### config.mk
export PLATFORM = sky130hd
export DESIGN_NAME = edge_detect_bank
export DESIGN_NICKNAME = d
export VERILOG_FILES = /design/src/rtl/edge_detect_bank.sv
export SDC_FILE = /design/constraint.sdc
export NUM_CORES = 1
export LEC_CHECK = 0
export ABC_AREA = 1
export CAP_MARGIN = 15
export CELL_PAD_IN_SITES_DETAIL_PLACEMENT = 1
export CELL_PAD_IN_SITES_GLOBAL_PLACEMENT = 1
export CORE_ASPECT_RATIO = 0.7
export CORE_MARGIN = 2
export CORE_UTILIZATION = 29
export DETAILED_ROUTE_END_ITERATION = 6
export GPL_TIMING_DRIVEN = 0
export PLACE_DENSITY_LB_ADDON = 0.1
export SLEW_MARGIN = 0
export SYNTH_ARGS = -nofsm -noshare
export SYNTH_HDL_FRONTEND = slang
export SYNTH_SLANG_ARGS = --single-unit
### constraint.sdc
create_clock -name clk -period 1.2 [get_ports clk]
set_input_delay 0.18 -clock clk [delete_from_list [all_inputs] [get_ports clk]]
set_output_delay 0.18 -clock clk [all_outputs]
set_load 0.03 [all_outputs]
### src/rtl/edge_detect_bank.sv
// Multi-channel edge detector: synchronizer, optional debounce filter, per-channel
// rise/fall pulse generation, sticky write-1-to-clear pending flags and a masked irq.
module edge_detect_bank #(
    parameter int WIDTH           = 8,
    parameter int SYNC_STAGES     = 2,
    parameter int DEBOUNCE_CYCLES = 0
) (
    input  logic             clk,
    input  logic             reset_n,
    input  logic [WIDTH-1:0] din,
    input  logic [WIDTH-1:0] rise_en,
    input  logic [WIDTH-1:0] fall_en,
    input  logic [WIDTH-1:0] clr,
    input  logic [WIDTH-1:0] irq_en,
    output logic [WIDTH-1:0] level,
    output logic [WIDTH-1:0] pulse,
    output logic [WIDTH-1:0] pending,
    output logic             irq
);

    logic [SYNC_STAGES-1:0][WIDTH-1:0] r_sync;
    logic [WIDTH-1:0]                  r_level;
    logic [WIDTH-1:0]                  r_pulse;
    logic [WIDTH-1:0]                  r_pending;
    logic [WIDTH-1:0]                  w_s;
    logic [WIDTH-1:0]                  w_level_next;
    logic [WIDTH-1:0]                  w_pulse_next;

    // NOTE: sequential state uses non-blocking assignments so every flop samples pre-edge values.
    always_ff @(posedge clk) begin
        if (!reset_n) begin
            r_sync <= '0;
        end else begin
            r_sync[0] <= din;
            for (int k = 1; k < SYNC_STAGES; k++) begin
                r_sync[k] <= r_sync[k-1];
            end
        end
    end

    assign w_s = r_sync[SYNC_STAGES-1];

    generate
        if (DEBOUNCE_CYCLES <= 1) begin : g_no_filter
            assign w_level_next = w_s;
        end else begin : g_debounce
            localparam int CW = $clog2(DEBOUNCE_CYCLES);
            localparam logic [CW-1:0] CNT_MAX = CW'(DEBOUNCE_CYCLES - 1);

            logic [WIDTH-1:0][CW-1:0] r_cnt;
            logic [WIDTH-1:0][CW-1:0] w_cnt_next;

            // NOTE: every output of this block gets a default first, so no latch is inferred.
            always_comb begin
                w_level_next = r_level;
                w_cnt_next   = r_cnt;
                for (int i = 0; i < WIDTH; i++) begin
                    if (w_s[i] == r_level[i]) begin
                        w_cnt_next[i] = '0;
                    end else if (r_cnt[i] == CNT_MAX) begin
                        w_level_next[i] = w_s[i];
                        w_cnt_next[i]   = '0;
                    end else begin
                        w_cnt_next[i] = r_cnt[i] + CW'(1);
                    end
                end
            end

            always_ff @(posedge clk) begin
                if (!reset_n) begin
                    r_cnt <= '0;
                end else begin
                    r_cnt <= w_cnt_next;
                end
            end
        end
    endgenerate

    // Enables qualify only an actual level transition, so toggling them alone never pulses.
    assign w_pulse_next = (w_level_next & ~r_level & rise_en)
                        | (~w_level_next & r_level & fall_en);

    always_ff @(posedge clk) begin
        if (!reset_n) begin
            r_level   <= '0;
            r_pulse   <= '0;
            r_pending <= '0;
        end else begin
            r_level   <= w_level_next;
            r_pulse   <= w_pulse_next;
            // A new edge takes priority over a simultaneous clear.
            r_pending <= w_pulse_next | (r_pending & ~clr);
        end
    end

    assign level   = r_level;
    assign pulse   = r_pulse;
    assign pending = r_pending;
    assign irq     = |(r_pending & irq_en);

endmodule

# == Word-level counts from Yosys, hierarchy flattened ==
# Index checks and enable logic that the tools add are counted.
# W data, S select, Z words.
# word_totals
regBits,40
inputBits,42
out_inout_bits,25
word_cells,17
# op_classes
bitwise,11
reduce_logical,1
# op_table
cell,n
$and A8 B8 Y8,6
$not A8 Y8,3
$or A8 B8 Y8,2
$reduce_or A8 Y1,1

# == Depth between registers and ports, before layout ==
# Gate-level depths: netlist (run 1).
# logic_depth
ltp_word,5
depth_mapped,5
mapped_depth_nobuf,5

# == Worst setup path after synthesis (run 1) ==
# Ideal clock, no wire load.
# synth_path
path_kind,register to output
startpoint,register r_pending[3] (netlist: pending[3])
endpoint,output irq
arrival_ns,0.898
t_required_ns,1.020
path_slack_ns,0.122
path_stages_with_launch,5
path_buffers,0
cell_sequence,dfxtp_1 nand2_1 nand2_1 nor2_1 nand2_1
# synth_via
elab_chain_cells,2
# synth_rtl
element,line,rtl
"start, declared",24,logic [WIDTH-1:0] r_pending;
"start signal, assigned",92,r_pending <= w_pulse_next | (r_pending & ~clr);
$and A8 B8 Y8,99,assign irq = |(r_pending & irq_en);
$reduce_or A8 Y1,99,
"end, declared",18,output logic irq
# Every way passes these cells.

# == Final worst setup path (run 1) ==
# layout_path
startpoint,register r_pending[5] (netlist: pending[5])
endpoint,output irq
# Same word-level chain as after synthesis.

==> results.py, run 1 <==
metrics = {
    "sta": {
        "slew_violations": 0,
        "slew_headroom_pct": 78.2,
        "rsz0062_at_grt": "yes",
        "report.final.setup_viol": 1,
        "holdWs_ps": 205,
        "hold_viol_final": 0,
        "worst_slew_pin_slew_ps": 328,
        "period_minus_slack_ps": 1240,
        "layout_setup_ws_ps": -41.6,
        "post-route-period-util_pct": 103,
        "skew_ps": 9.12,
        "fmax_ghz": 0.805,
    },
    "floorplanning": {
        "die_area_um2": 5410,
        "io_pins": 67,
        "initial_core_util_pct": 29.8,
        "die_w_um": 87.1,
        "num_rows": 21,
        "die_h_um": 62.1,
        "core_um2": 4700,
    },
    "min_path": {
        "min_path_type": "input port to flip-flop",
        "min_path_cells": 3,
    },
    "setup_path": {
        "cp_slowest_cell": "dfxtp_2",
        "crit_arrival_ps": 1060,
        "cp_max_fo": 3,
        "reg2reg_to": "pending[1]$_SDFF_PN0_",
        "crit_cells": 5,
        "path_delay_family": "flip-flops",
        "cpPeakStageDelay_ps": 340,
        "r2r_start": "w_level_next[1]$_SDFF_PN0_",
        "cp.required_ps": 1020,
        "cpMostUsedCell": "nand2_1",
        "critPathKind": "flip-flop to output port",
        "critPathLaunch": "pending[5]$_SDFF_PN0_",
        "cp-end-kind": "output port",
        "cp-endpoint": "irq",
        "critPathBufInv": 1,
        "ff2ff_setup_slack_ps": 430,
        "reg2regPathDepth": 5,
        "critical_path.cell_chain": "nand2_2 > nand2_1 > nor2_2 > nand2_1 > buf_6",
        "cp-start-kind": "flip-flop",
    },
    "synthesis": {
        "ys_types": 8,
        "yosys.area.top_type_share_pct": 57.2,
        "synthMuxAreaShare_pct": 0,
        "yosysTopAreaCell": "dfxtp_1",
        "syn_avg_cell_area_um2": 7.49,
        "synth_fp_nets": 229,
        "synthXorXnorAreaFrac_pct": 0,
        "yosys-top-cells-area": "dfxtp_1 57%, nand2_1 21%, inv_1 13%",
        "synth_cells": 187,
        "ys_seq_area_share_pct": 57.2,
        "yosysWarnings": 0,
        "synth-seq-cells": 40,
        "synth_fa_ha_area_share_pct": 0,
        "synth-compound-area-share_pct": 0,
        "netlist_area_um2": 1400,
        "synthSimpleGateAreaFrac_pct": 28.3,
        "synth_top_family_by_area": "simple AND/OR/NAND/NOR gates",
    },
    "grt": {
        "grt_max_degree": 12,
        "track_usage_pct": 15.1,
        "grt_pass1_wl_um": 6110,
        "grt_antenna_before_repair": 0,
        "grt_pass1_vias": 1314,
        "grt.overflow.total": 0,
    },
    "clocking": {
        "clkSinkCount": 40,
        "cts-root-buf": "clkbuf_8",
        "cts_buffers": 5,
        "cts_htree_levels": 2,
        "cts.reportedPaths.clkPinSlew_ps": 80,
        "clk_latency_ps": 300,
        "cts_tree": "built",
        "clockBufferDepth": 2,
    },
    "layout": {
        "areaGrowthSynthToFinish_pct": 57.0,
        "fin_cells": 316,
        "n_fill_cell": 593,
        "fin_area_um2": 2200,
        "final_nets": 301,
        "post-route-util_pct": 46.7,
        "antennaDiodeCount": 0,
        "drive_gt1_share_pct": 15.4,
    },
    "power_and_ir_drop": {
        "p_leak_uw": 0.00121,
        "ir_worst_vdd_v": 0.000569,
        "power.density_nw_per_um2": 1190,
    },
    "place": {
        "place_worst_setup_slack_ps": -523,
        "io_buffers": 65,
        "dp.cells": 309,
        "place_hpwl_um": 2830,
        "place_congestion": 0.715,
        "place_area_um2": 2120,
    },
    "drt": {
        "via_count": 1273,
        "drtPass1Iterations": 4,
        "drtIter0Drc": 24,
        "viasPerCell": 4.03,
        "drc_errors": 0,
        "ant_nets": 0,
        "post_drt_wl_per_cell_um": 11.5,
        "routed_wl_um": 3630,
    },
    "outcome": {
        "violations": "negative setup slack",
        "status": "complete, but fails checks",
    },
    "job": {
        "drv_cap": 0,
    },
}
[repair_timing]
| item | CTS | global route |
|---|---|---|
| cloned | 0 | 0 |
| gates resized for setup | 61 | 33 |
| buffers inserted | 0 | 0 |
| pin swaps | 0 | 4 |
| endpoints found under the setup margin | 25 | 16 |
| hold buffers | 0 | 0 |
[cell type report]
cell class / count / area (um2) / area share (%)
clock buffer: 6 / 72.6 / 3.30
multi-input combinational: 95 / 409 / 18.6
sequential: 40 / 807 / 36.7
timing repair buffer: 65 / 631 / 28.7
inverter: 48 / 180 / 8.20
buffer: 4 / 22.5 / 1.02
clock inverter: 1 / 5.00 / 0.228
tap: 57 / 71.3 / 3.24
[power breakdown]
part	internal (uW)	switching [uW]	leakage, uW
Sequential	1380	29.5	0.000330
Combinational	197	168	0.000835
Clock	395	438	0.0000410
Total	1970	636	0.00121
[how the worst min path moves through the flow]
stage,from,end
floorplan,din[0],r_sync[0]$_SDFF_PN0_
global placement,r_sync[4]$_SDFF_PN0_,w_level_next[4]$_SDFF_PN0_
detailed placement,r_sync[5]$_SDFF_PN0_,w_level_next[5]$_SDFF_PN0_
CTS,reset_n,w_level_next[3]$_SDFF_PN0_
global route,reset_n,level[5]$_SDFF_PN0_
finish,reset_n,w_level_next[2]$_SDFF_PN0_
[worst register-to-register path, delay by kind of cell, from the launching register on]
kind	cells	cell delay, ps
simple gates	4	230
flops	1	370
buf+inv	1	60
[metrics by stage]
step | power, uW | TNS, ps
3_3_place_gp | 1810 | -575
6_report | 2610 | -41.6
5_1_grt | 2780 | -140
4_1_cts | 2650 | -220
2_1_floorplan | 1590 | 0
3_5_place_dp | 1820 | -617
[registers in the layout, summed over array words and instances (netlist names)]
| signal | count |
|---|---|
| w_level_next | 8 |
| r_sync | 8 |
| pulse | 8 |
| pending | 8 |
| level | 8 |
[synth_stat cells]
master / instances
buf_2: 3
buf_4: 1
dfxtp_1: 40
inv_1: 48
nand2_1: 77
nand3_1: 8
nand3b_1: 8
nor2_1: 2
[layer usage]
metal / vias up / GRT usage [%] / wire length (um)
li1: 668 / - / -
met1: 564 / 19.6 / 1760
met2: 36 / 22.9 / 1590
met3: 5 / 6.38 / 231
met4: 0 / 4.10 / 46
met5: - / 0 / 0
[cells in the final DEF, fill, tap and decap left out, drive strengths merged]
cell type	count
clkdlybuf4s50	40
nand3	8
dfxtp	40
nor2	2
clkdlybuf4s15	16
clkinv	1
nand3b	8
inv	48
clkdlybuf4s18	1
clkbuf	9
nand2	77
buf	9
[cells by family after synthesis]
kind of cell / Yosys count
and+or+nand+nor: 95
buffers and inverters: 52
DFF: 40
Note: power is estimated with default switching activity, not from simulation.
==> inputs of run 2 (changes only) <==
ABC_CLOCK_PERIOD_IN_PS = 1200   (was unset)
REMOVE_ABC_BUFFERS = 1   (was unset)
==> run 2 against run 1 <==
Compared with the run above: the flow still finishes with violations (negative setup slack); combinational power is 4% lower; non-clock buffer count is 3 lower; wire length is 9.3% lower; worst hold slack better by 200 ps; first-iteration DRC count stayed put; sequential power hardly changed.
==> results.py, run 2 (same netlist as run 1, synthesis figures left out) <==
metrics = {
    "outcome": {
        "status": "complete, but fails checks",
        "violations": "negative setup slack",
    },
    "floorplanning": {
        "num_rows": 21,
        "initial_core_util_pct": 29.8,
        "io_pins": 67,
        "die_w_um": 87.1,
        "die_h_um": 62.1,
        "core_um2": 4700,
        "die_area_um2": 5410,
    },
    "setup_path": {
        "r2r_start": "w_level_next[5]$_SDFF_PN0_",
        "cp.required_ps": 1020,
        "cp-endpoint": "irq",
        "critPathLaunch": "pending[5]$_SDFF_PN0_",
        "cp_max_fo": 3,
        "cp-end-kind": "output port",
        "critPathKind": "flip-flop to output port",
        "ff2ff_setup_slack_ps": 370,
        "reg2reg_to": "pending[5]$_SDFF_PN0_",
        "crit_arrival_ps": 1080,
        "reg2regPathDepth": 5,
        "cp-start-kind": "flip-flop",
    },
    "clocking": {
        "cts_tree": "built",
        "clk_latency_ps": 280,
        "cts.reportedPaths.clkPinSlew_ps": 80,
        "clockBufferDepth": 2,
        "cts_htree_levels": 2,
        "hold_buffers": 0,
        "clkSinkCount": 40,
        "cts_buffers": 5,
        "cts-root-buf": "clkbuf_8",
    },
    "place": {
        "dp.cells": 306,
        "place_worst_setup_slack_ps": -527,
        "io_buffers": 66,
        "place_hpwl_um": 2450,
        "place_congestion": 0.684,
    },
    "grt": {
        "grt_antenna_before_repair": 0,
        "track_usage_pct": 13.4,
        "grt.overflow.total": 0,
        "grt_max_degree": 41,
        "grt_pass1_vias": 1273,
        "grt_pass1_wl_um": 5680,
    },
    "sta": {
        "finalSetupTns_ps": -60.7,
        "slew_violations": 0,
        "fmax_ghz": 0.793,
        "period_minus_slack_ps": 1260,
        "slew_headroom_pct": 53.6,
        "layout_setup_ws_ps": -60.7,
        "hold_viol_final": 0,
        "report.final.setup_viol": 1,
        "skew_ps": 4.18,
        "post-route-period-util_pct": 105,
        "rsz0062_at_grt": "yes",
        "worst_slew_pin_slew_ps": 696,
    },
    "power_and_ir_drop": {
        "ir_worst_vdd_v": 0.000515,
        "power.density_nw_per_um2": 1320,
        "power_uw": 2940,
        "p_leak_uw": 0.00122,
    },
    "layout": {
        "drive_gt1_share_pct": 11.7,
        "fin_cells": 314,
        "regArea_um2": 805,
        "final_cell_mix": "77 x nand2_1, 48 x inv_1, 40 x clkdlybuf4s50_1",
        "multi_input_area_um2": 397,
        "n_fill_cell": 586,
        "mostFrequentLayoutCell": "nand2_1",
        "areaGrowthSynthToFinish_pct": 59.2,
        "final_nets": 298,
        "antennaDiodeCount": 0,
    },
    "min_path": {
        "min_path_type": "flip-flop to flip-flop",
    },
    "drt": {
        "drtPass1Iterations": 4,
        "drc_errors": 0,
        "viasPerCell": 3.98,
        "routed_wl_um": 3290,
        "post_drt_wl_per_cell_um": 10.5,
        "via_count": 1251,
        "drtIter0Drc": 24,
        "ant_nets": 0,
    },
    "job": {
        "drv_cap": 0,
    },
}
run 2: cell count changes in the layout (fill, tap and decap cells not counted), sizes merged:
cell / previous run / this run
dlygate4sd2: 0 / 2
clkinv: 1 / 0
clkdlybuf4s18: 1 / 0
bufinv: 0 / 1
clkdlybuf4s15: 16 / 18
buf: 9 / 4
run 2: worst min path at each step:
stage	startpoint	end	slack [ps]	cells after the start
after global placement	r_sync[1]$_SDFF_PN0_	w_level_next[1]$_SDFF_PN0_	390	2
after detailed placement	r_sync[1]$_SDFF_PN0_	w_level_next[1]$_SDFF_PN0_	400	2
after floorplan	reset_n	r_sync[0]$_SDFF_PN0_	270	2
after CTS	din[1]	r_sync[1]$_SDFF_PN0_	410	3
after global routing	din[0]	r_sync[0]$_SDFF_PN0_	410	3
final	r_sync[1]$_SDFF_PN0_	w_level_next[1]$_SDFF_PN0_	410	2
run 2: timing repair:
action | CTS | global route
buffers inserted | 0 | 0
pin swaps | 0 | 1
cloned | 0 | 0
setup endpoints to repair | 25 | 11
resized for setup | 58 | 20
run 2: worst max-delay path: stages, from the launching register on:
cell,delay [ps]
dfxtp_2,330
nand2_1,50
nand2_1,70
nor2_1,130
nand2_1,80
buf_6,140
run 2: metrics by stage:
| step | utilization [%] | cell area (um2) | hold WS (ps) |
|---|---|---|---|
| 6_report | 47.4 | 2230 | 409 |
| 5_1_grt | 47.4 | 2230 | 413 |
| 4_1_cts | 47.6 | 2240 | 410 |
| 3_5_place_dp | 44.7 | 2100 | 397 |
| 3_3_place_gp | 44.9 | 2110 | 392 |
| 2_1_floorplan | - | 1380 | 273 |
run 2: cell type report:
class | instances | area share, %
sequential | 40 | 36.1
timing repair buffer | 66 | 29.2
multi-input combinational | 95 | 17.8
inverter | 48 | 8.08
clock buffer | 7 | 4.32
tap | 57 | 3.20
clock inverter | 1 | 1.35
run 2: per-layer routing:
metal,vias up,track usage (%),routed length (um)
met5,-,0,0
met4,0,4.10,36
met3,5,4.39,204
met2,36,20.6,1470
met1,546,17.8,1580
li1,664,-,-
run 2: power by group:
part / internal (uW) / switching [uW] / leakage (uW)
registers: 1380 / 28.8 / 0.000329
clock network: 734 / 447 / 0.0000645
logic: 191 / 161 / 0.000823
==> inputs of run 3 (changes only) <==
RECOVER_POWER = 50   (was unset)
SKIP_CTS_REPAIR_TIMING = 1   (was unset)
==> run 3 against run 2 <==
Compared with the run above: the run still ends with negative setup slack left; wire length increased by 2.0%; combinational power about the same; cell area rose by 1.9%; flip-flop and latch count stayed put; highest routed layer unchanged; clock skew is essentially flat; maximum frequency shrank 0.54%; global-route usage decreased by 0.14 points; first-iteration DRC count is 8.3% higher; core utilization increased by 0.90 points; die area stayed put; sequential share of layout area shrank 0.79 points; clock-buffer cell count did not move.
==> results.py, run 3 (same netlist as run 1, synthesis figures left out) <==
metrics = {
    "sta": {
        "worst_slew_pin_slew_ps": 786,
        "finalSetupTns_ps": -67.6,
        "layout_setup_ws_ps": -67.6,
        "slew_violations": 0,
        "report.final.setup_viol": 1,
        "slew_headroom_pct": 47.6,
        "period_minus_slack_ps": 1270,
        "post-route-period-util_pct": 106,
        "holdWs_ps": 409,
        "hold_viol_final": 0,
        "skew_ps": 3.75,
        "fmax_ghz": 0.789,
        "rsz0062_at_grt": "yes",
    },
    "clocking": {
        "cts_tree": "built",
        "cts_buffers": 5,
        "clkSinkCount": 40,
        "cts_htree_levels": 2,
        "cts.reportedPaths.clkPinSlew_ps": 80,
        "clockBufferDepth": 2,
        "cts-root-buf": "clkbuf_8",
        "clk_latency_ps": 280,
    },
    "grt": {
        "grt_pass1_vias": 1265,
        "grt_max_degree": 41,
        "grt_pass1_wl_um": 5620,
        "track_usage_pct": 13.3,
        "grt.overflow.total": 0,
        "grt_antenna_before_repair": 0,
    },
    "floorplanning": {
        "die_h_um": 62.1,
        "die_area_um2": 5410,
        "io_pins": 67,
        "initial_core_util_pct": 29.8,
        "num_rows": 21,
        "core_um2": 4700,
        "die_w_um": 87.1,
    },
    "layout": {
        "final_cell_mix": "77 x nand2_1, 48 x inv_1, 40 x clkdlybuf4s50_1",
        "fin_cells": 314,
        "final_nets": 298,
        "mostFrequentLayoutCell": "nand2_1",
        "antennaDiodeCount": 0,
        "post-route-util_pct": 48.3,
        "drive_gt1_share_pct": 5.06,
        "areaGrowthSynthToFinish_pct": 62.3,
    },
    "outcome": {
        "violations": "negative setup slack",
        "status": "complete, but fails checks",
    },
    "setup_path": {
        "cp-start-kind": "flip-flop",
        "cp-end-kind": "output port",
        "cp.required_ps": 1020,
        "critPathKind": "flip-flop to output port",
        "crit_arrival_ps": 1090,
        "cp_max_fo": 3,
    },
    "drt": {
        "via_count": 1250,
        "ant_nets": 0,
        "drtPass1Iterations": 4,
        "drtIter0Drc": 26,
        "post_drt_wl_per_cell_um": 10.7,
        "drc_errors": 0,
        "viasPerCell": 3.98,
        "routed_wl_um": 3350,
    },
    "job": {
        "drv_cap": 0,
    },
    "power_and_ir_drop": {
        "power.density_nw_per_um2": 1300,
        "ir_worst_vdd_v": 0.000517,
        "p_leak_uw": 0.00158,
    },
    "place": {
        "place_hpwl_um": 2450,
        "io_buffers": 66,
        "dp.cells": 306,
        "place_congestion": 0.684,
    },
    "min_path": {
        "min_path_type": "flip-flop to flip-flop",
    },
}
-- run 3: cell types whose count changed in the layout (fill, tap and decap cells not counted) --
cell	before	now
clkdlybuf4s15_2	13	0
clkbuf_2	2	3
dfxtp_2	3	1
buf_2	3	1
buf_6	1	0
dfxtp_1	37	39
dlygate4sd2_1	2	0
dlymetal6s2s_1	0	22
clkdlybuf4s15_1	5	0
-- run 3: per-layer routing --
layer	share of wire [%]	GRT usage, %
met1	48	17.7
met2	45	20.2
met5	0	0
met3	6.1	4.39
met4	1.1	4.10
-- run 3: stage by stage --
stage	area (um2)	setup slack, ps	total power, uW
2_1_floorplan	1380	122	1570
3_3_place_gp	2110	-946	1800
3_5_place_dp	2100	-527	1810
4_1_cts	2230	-583	3010
5_1_grt	2270	-155	3100
6_report	2270	-67.6	2940
-- run 3: final cells by class --
cell class / instances / area [um2]
clock buffer: 7 / 96.3
clock inverter: 1 / 30.0
fill: 585 / 2430
inverter: 48 / 180
multi-input combinational: 95 / 397
sequential: 40 / 802
tap: 57 / 71.3
timing repair buffer: 66 / 696
-- run 3: path summary, 6_finish.rpt --
| kind | from | end | slack (ps) | depth (start not counted) |
|---|---|---|---|---|
| max reg2reg | w_level_next[5]$_SDFF_PN0_ | pending[5]$_SDFF_PN0_ | 370 | 5 |
| min reg2reg | r_sync[1]$_SDFF_PN0_ | w_level_next[1]$_SDFF_PN0_ | 410 | 2 |
| max | pending[5]$_SDFF_PN0_ | irq | -70 | 5 |
| min | r_sync[1]$_SDFF_PN0_ | w_level_next[1]$_SDFF_PN0_ | 410 | 2 |
-- run 3: worst max-delay path, stage by stage, from the launching register on --
cell and delay (ps):
dfxtp_1 330, nand2_1 60, nand2_1 70, nor2_1 110
nand2_1 60, buf_2 170
-- run 3: where the power goes --
group	switching, uW	internal (uW)	total [uW]
logic	161	191	352
registers	28.1	1380	1410
clock network	448	734	1180
